## config.mk

```make
export PLATFORM = sky130hd
export DESIGN_NAME = gcd_ctrl_flat
export DESIGN_NICKNAME = d
export VERILOG_FILES = /design/src/rtl/gcd_pkg.sv /design/src/rtl/gcd_ctrl_if.sv /design/src/rtl/gcd_iter_cnt.sv /design/src/rtl/gcd_ctrl.sv /design/src/flat_wrapper.sv
export SDC_FILE = /design/constraint.sdc
export NUM_CORES = 1
export LEC_CHECK = 0
export CORE_MARGIN = 4
export CORE_UTILIZATION = 58
export DETAILED_ROUTE_END_ITERATION = 10
export DONT_BUFFER_PORTS = 1
export MAX_ROUTING_LAYER = met4
export PLACE_DENSITY = 0.74
export SETUP_SLACK_MARGIN = 0.4
export SLEW_MARGIN = 20
export SYNTH_ARGS = -nofsm -noshare
export SYNTH_HDL_FRONTEND = slang
export SYNTH_HIERARCHICAL = 1
export SYNTH_SLANG_ARGS = --single-unit
export TNS_END_PERCENT = 100
```

## constraint.sdc

```tcl
create_clock -name clk -period 3.3 [get_ports clk]
set_input_delay 0.66 -clock clk [delete_from_list [all_inputs] [get_ports clk]]
set_output_delay 0.66 -clock clk [all_outputs]
set_load 0.01 [all_outputs]
```

## src/rtl/gcd_pkg.sv

```systemverilog
// Shared types and mux-select encodings for the subtractive GCD controller
// and its datapath.
package gcd_pkg;

  typedef enum logic [2:0] {
    IDLE,
    LOAD,
    CALC,
    DONE,
    ERR
  } gcd_state_t;

  localparam logic SEL_EXT = 1'b0;
  localparam logic SEL_SUB = 1'b1;

endpackage

```

## src/rtl/gcd_ctrl_if.sv

```systemverilog
// Host handshake plus datapath control/status bundle between the GCD
// controller (slave) and its environment (master).
interface gcd_ctrl_if #(
  parameter int ITER_W = 16
);

  logic              start;
  logic              abort;
  logic              x_lt_y;
  logic              x_ne_y;
  logic              ready;
  logic              busy;
  logic              done;
  logic              err;
  logic              x_sel;
  logic              x_en;
  logic              y_sel;
  logic              y_en;
  logic              output_en;
  logic [ITER_W-1:0] iter_count;

  modport master (
    output start, abort, x_lt_y, x_ne_y,
    input  ready, busy, done, err, x_sel, x_en, y_sel, y_en, output_en, iter_count
  );

  modport slave (
    input  start, abort, x_lt_y, x_ne_y,
    output ready, busy, done, err, x_sel, x_en, y_sel, y_en, output_en, iter_count
  );

endinterface

```

## src/rtl/gcd_iter_cnt.sv

```systemverilog
// Saturating subtract-step counter; clear wins over increment and the count
// never wraps past MAX_ITER.
module gcd_iter_cnt #(
  parameter int ITER_W   = 16,
  parameter int MAX_ITER = 65535
) (
  input  logic              clk,
  input  logic              rst,
  input  logic              clr,
  input  logic              inc,
  output logic [ITER_W-1:0] count,
  output logic              at_max
);

  localparam logic [ITER_W-1:0] MAX_VAL = ITER_W'(MAX_ITER);

  logic [ITER_W-1:0] count_reg;

  always_ff @(posedge clk or posedge rst) begin
    if (rst) begin
      count_reg <= '0;
    end else if (clr) begin
      count_reg <= '0;
    end else if (inc && !at_max) begin
      count_reg <= count_reg + 1'b1;
    end
  end

  assign at_max = (count_reg == MAX_VAL);
  assign count  = count_reg;

endmodule

```

## src/rtl/gcd_ctrl.sv

```systemverilog
// Control FSM for the subtractive GCD datapath: start/ready/done handshake,
// Mealy datapath controls and an iteration watchdog that ends runs with err.
module gcd_ctrl
  import gcd_pkg::*;
#(
  parameter int MAX_ITER = 65535,
  parameter int ITER_W   = 16
) (
  input  logic       clk,
  input  logic       rst,
  gcd_ctrl_if.slave  bus
);

  gcd_state_t        state_reg;
  gcd_state_t        state_next;
  logic              cnt_clr;
  logic              cnt_inc;
  logic              cnt_at_max;
  logic [ITER_W-1:0] cnt_value;

  gcd_iter_cnt #(
    .ITER_W   (ITER_W),
    .MAX_ITER (MAX_ITER)
  ) u_iter_cnt (
    .clk    (clk),
    .rst    (rst),
    .clr    (cnt_clr),
    .inc    (cnt_inc),
    .count  (cnt_value),
    .at_max (cnt_at_max)
  );

  always_ff @(posedge clk or posedge rst) begin
    if (rst) begin
      state_reg <= IDLE;
    end else begin
      state_reg <= state_next;
    end
  end

  always_comb begin
    state_next    = state_reg;
    bus.ready     = 1'b0;
    bus.busy      = 1'b0;
    bus.done      = 1'b0;
    bus.err       = 1'b0;
    bus.x_sel     = SEL_EXT;
    bus.y_sel     = SEL_EXT;
    bus.x_en      = 1'b0;
    bus.y_en      = 1'b0;
    bus.output_en = 1'b0;
    cnt_clr       = 1'b0;
    cnt_inc       = 1'b0;

    unique case (state_reg)
      IDLE: begin
        bus.ready = 1'b1;
        if (bus.start) begin
          bus.x_en   = 1'b1;
          bus.y_en   = 1'b1;
          cnt_clr    = 1'b1;
          state_next = LOAD;
        end
      end
      LOAD: begin
        // Status inputs reflect the freshly loaded operands only from here on.
        bus.busy   = 1'b1;
        state_next = CALC;
      end
      CALC: begin
        bus.busy = 1'b1;
        if (bus.abort) begin
          state_next = IDLE;
        end else if (!bus.x_ne_y) begin
          bus.output_en = 1'b1;
          state_next    = DONE;
        end else if (cnt_at_max) begin
          state_next = ERR;
        end else if (bus.x_lt_y) begin
          bus.y_sel = SEL_SUB;
          bus.y_en  = 1'b1;
          cnt_inc   = 1'b1;
        end else begin
          bus.x_sel = SEL_SUB;
          bus.x_en  = 1'b1;
          cnt_inc   = 1'b1;
        end
      end
      DONE: begin
        bus.done   = 1'b1;
        state_next = IDLE;
      end
      ERR: begin
        bus.done   = 1'b1;
        bus.err    = 1'b1;
        state_next = IDLE;
      end
      default: begin
        state_next = IDLE;
      end
    endcase
  end

  assign bus.iter_count = cnt_value;

endmodule

```

## src/flat_wrapper.sv

```systemverilog
// flat-port wrapper written by rule: the top's interface ports become plain ports
module gcd_ctrl_flat import gcd_pkg::*;
#(
  parameter int MAX_ITER = 65535,
  parameter int ITER_W   = 16
)
  (clk, rst, bus_start, bus_abort, bus_x_lt_y, bus_x_ne_y, bus_ready, bus_busy, bus_done, bus_err, bus_x_sel, bus_x_en, bus_y_sel, bus_y_en, bus_output_en, bus_iter_count);
  gcd_ctrl_if #(.ITER_W(ITER_W)) bus_i ();
  input  logic clk;
  input  logic rst;
  input wire logic [$bits(bus_i.start)-1:0] bus_start;
  input wire logic [$bits(bus_i.abort)-1:0] bus_abort;
  input wire logic [$bits(bus_i.x_lt_y)-1:0] bus_x_lt_y;
  input wire logic [$bits(bus_i.x_ne_y)-1:0] bus_x_ne_y;
  output wire logic [$bits(bus_i.ready)-1:0] bus_ready;
  output wire logic [$bits(bus_i.busy)-1:0] bus_busy;
  output wire logic [$bits(bus_i.done)-1:0] bus_done;
  output wire logic [$bits(bus_i.err)-1:0] bus_err;
  output wire logic [$bits(bus_i.x_sel)-1:0] bus_x_sel;
  output wire logic [$bits(bus_i.x_en)-1:0] bus_x_en;
  output wire logic [$bits(bus_i.y_sel)-1:0] bus_y_sel;
  output wire logic [$bits(bus_i.y_en)-1:0] bus_y_en;
  output wire logic [$bits(bus_i.output_en)-1:0] bus_output_en;
  output wire logic [$bits(bus_i.iter_count)-1:0] bus_iter_count;
  assign bus_i.start = bus_start;
  assign bus_i.abort = bus_abort;
  assign bus_i.x_lt_y = bus_x_lt_y;
  assign bus_i.x_ne_y = bus_x_ne_y;
  assign bus_ready = bus_i.ready;
  assign bus_busy = bus_i.busy;
  assign bus_done = bus_i.done;
  assign bus_err = bus_i.err;
  assign bus_x_sel = bus_i.x_sel;
  assign bus_x_en = bus_i.x_en;
  assign bus_y_sel = bus_i.y_sel;
  assign bus_y_en = bus_i.y_en;
  assign bus_output_en = bus_i.output_en;
  assign bus_iter_count = bus_i.iter_count;
  gcd_ctrl #(.MAX_ITER(MAX_ITER), .ITER_W(ITER_W)) u_core (.clk(clk), .rst(rst), .bus(bus_i));
endmodule
```

==> impl.org <==
** Cells and area
- Commonest non-fill, non-tap cells in the layout :: dfrtp_1, nor2_1, a21oi_1
- Fillers :: 163
- Layout net count :: 144
- Layout Area Growth over Synthesis :: 5.179%
- The register with the most flip-flops in the layout has 16 of them.
- Antenna diode instance count :: 0
- Final Util :: 66.00%
- Share of post-route cells with drive strength above 1 :: 21.32%
- Leading cell type in the layout, fill and taps excluded :: dfrtp_1

** Setup path
- Data on the critical path arrives at its endpoint at 2050 ps.
- Worst setup startpoint :: u_core/u_iter_cnt/count[0]
- Path depth of the worst reg2reg path :: 9
- Classification of the worst setup path :: flip-flop to primary output
- Data on the critical path is required at its endpoint by 2640 ps.
- In this run the critical register-to-register path is captured at u_core/u_iter_cnt/count[13].
- Along the worst path, the maximum fanout reaches 7.
- Register-to-register setup slack :: 670 ps
- The worst setup path is captured at a primary output.
- Following the worst setup path forward leads to its endpoint at bus_x_sel.
- Startpoint of the worst register-to-register path :: u_core/u_iter_cnt/count[0]
- STA classifies the critical path startpoint as a flip-flop.

** Synth
- Yosys mapped the design onto 43 distinct sky130hd cell types.
- The Yosys step of the flow raised 6 warnings.
- The number of nets handed over by synthesis was 140.
- In the synthesized netlist, the number of instances is 133.
- The share of the Yosys chip area taken by registers is 37.85%.
- Post-synthesis sequential element count :: 19
- Mean instance size in the synthesized netlist :: 9.445 sq um
- Synth Cell Area :: 1256 sq um

** Power and ir drop
- Sequential cell fraction of total power :: 51.3%
- Cell internal power dissipation :: 0.3516 mW
- Switching power total :: 0.2025 mW
- Logic pwr share :: 26.7%
- Total power density per cell area :: 419.3 nW/um^2
- Summed over all cells, the static leakage comes to 0.5564 nW.
- Proportion of power drawn by the clock network :: 22.0%
- Across the VDD grid, the largest voltage drop is 0.4261 mV.
- Of the total power, the share spent switching nets is 36.54%.

** Clock network
- Clock latency on the worst-skew pair, taken at its later pin, is 300 ps.
- The number of hold buffers added after CTS was 0.
- Clock-pin slew of the registers on the worst-case setup and hold paths :: 110 ps
- TritonCTS built the clock tree.
- The clock net in this run drives a total of 19 sinks.
- Counting along the longest clock path gives a buffer depth of 2.
- Buffers inserted during clock tree synthesis total 3.
- The cell sitting at the root of the clock tree is a clkbuf_4.
- H-tree Lvls :: 1

** STA
- Setup-failing EPs final :: 0
- Post-layout minimum cycle time :: 2710 ps
- Relative slew margins :: 57.09%
- After routing, the total negative slack on setup checks comes to 0 ps.
- Final hold viol count :: 0
- Unrepaired setup endpoints after global routing :: no
- In the finished design, the share of the clock period the worst path needs comes to 82.11%.
- Static timing analysis puts the maximum clock frequency at 369.1 MHz.
- Slew of the pin with the lowest slew margin :: 643.0 ps
- Across the routed clock network, the largest skew measured is 3.322 ps.
- The count of final max-slew check failures came to 0.

** Floorplanning
- The floorplan step set the die width to 54.54 um.
- The floorplan has 16 rows.
- In this run the standard cell core region covers 2002 sq um.
- Height of the chip :: 54.54 um
- Pin placement for this block handled 31 I/O pins.
- The die covers 2975 sq um.
- Once the floorplan was initialized, standard cells occupied 62.75% of the core.

** Global routing
- Entering global routing, the biggest net connects 24 pins.
- Number of global-route vias before repair :: 984
- Grt ovf :: 0
- First-pass GRT wire length :: 4.278 mm
- Across every metal layer, demand over resource in global routing totals 20.59%.
- The number of antenna violations at the first check in global routing was 0.

** Run
- Across the run, the number of max-cap violations was 0.

** Detailed routing
- Detailed routing inserted a total of 1041 vias.
- Post-DR wirelength/cell :: 15.93 um
- Before antenna repair, the detailed router went through 4 iterations.
- Vias/cell :: 6.387
- Wires add up to 2.596 mm.
- Number of routed nets with antenna violations :: 0
- The first routing iteration left 19 violations.
- DRC :: 0

** Status
- Status :: finished, final reports clean

** Placement
- Post-DP HPWL :: 1.831 mm
- The count of buffers added on input and output ports is 0.
- Global placer's final weighted congestion :: 0.7386

** Worst hold path
- The min-delay analysis places its worst path in the category primary input to async pin.
==> cell families (layout without fill, tap and decap cells) <==
group | count (synthesis) | after routing | share of synthesized area [%]
simple gates | 72 | 72 | 38.35
compound gates | 22 | 22 | 11.16
flops | 19 | 19 | 37.85
buf+inv | 12 | 15 | 5.478
mux | 7 | 7 | 6.175
fa+ha+maj | 1 | 1 | 0.9959
==> cell usage after synthesis (all sizes together) <==
cell	number	area, sq um
nand3	4	20.02
and4	1	8.760
or4b	3	30.03
dlygate4sd1	1	8.760
ha	1	12.51
nor4b	2	17.52
inv	7	26.28
clkbuf	1	3.750
a21oi	9	45.04
o31ai	2	15.01
o21ai	5	32.53
nor3b	1	7.510
nor3	9	60.06
mux2i	1	10.01
a211oi	1	7.510
o21bai	1	7.510
buf	3	30.03
or3	3	20.02
o22ai	1	6.260
mux2	6	67.56
or4	2	15.01
a211o	1	8.760
or2b	2	15.01
and3b	2	17.52
o41ai	1	8.760
dfrtp	19	475.5
nand3b	1	7.510
nor2	15	56.30
nand4	6	67.56
nand2b	3	18.77
a311oi	1	8.760
or3b	2	17.52
nand2	6	22.52
nor2b	6	37.54
nor4	3	33.78
or2	1	8.760
==> per-stage QoR <==
step / hold slack (ps) / std cells / setup WS, ps / area [sq um] / power, mW
after floorplan: 413.6 / 133 / 648.7 / 1256 / 0.4129
after global placement: 423.6 / 155 / 453.6 / 1247 / 0.4255
after detailed placement: 421.7 / 155 / 426.7 / 1247 / 0.4330
after CTS: 82.13 / 159 / 464.1 / 1275 / 0.5542
after global routing: 80.15 / 163 / 443.7 / 1321 / 0.5890
final: 84.85 / 163 / 590.4 / 1321 / 0.5541
==> power groups by stage <==
stage                     registers (mW)  clock network, mW  logic, mW
after detailed placement           0.287                  0      0.146
after global routing               0.290              0.134      0.165
final                              0.284              0.122      0.148
after CTS                          0.283              0.125      0.146
after global placement             0.286                  0      0.139
after floorplan                    0.279                  0      0.134
==> timing repair <==
item	4_1_cts	5_1_grt
setup endpoints to repair	0	5
resized for setup	0	3
buffers inserted	0	4
==> area by class of cell <==
| type | count | area [sq um] | share of cell area, % |
|---|---|---|---|
| inverters | 7 | 26.28 | 1.989 |
| multi-input cells | 102 | 728.2 | 55.11 |
| repair buffers | 4 | 30.03 | 2.273 |
| clock buffers | 3 | 22.52 | 1.705 |
| well taps | 27 | 33.78 | 2.557 |
| clock inverters | 1 | 5.005 | 0.3788 |
| flip-flops and latches | 19 | 475.5 | 35.98 |
==> how the worst min path moves through the flow <==
stage | to | slack [ps] | cells after the start
after global placement | u_core/state_reg[1] | 420 | 1
after CTS | u_core/state_reg[2] | 80 | 1
after global routing | u_core/state_reg[1] | 80 | 1
after detailed placement | u_core/state_reg[2] | 420 | 1
after floorplan | u_core/state_reg[0] | 410 | 1
final | u_core/state_reg[2] | 80 | 1
==> critical path, cell delays in order, from the launching register on <==
cell and delay (ps):
dfrtp_1 480, ha_1 300, nand4_1 170, nor4_4 90, or3b_2 500, nor2_1 200
==> layer usage <==
metal	wire (um)	track usage (%)	part of all wire [%]
met5	0	-	0
met4	52	10.37	2.0
met3	201	4.905	7.7
met2	1240	32.87	48
met1	1102	24.10	42
No activity file was read; power rests on OpenSTA's default activity.
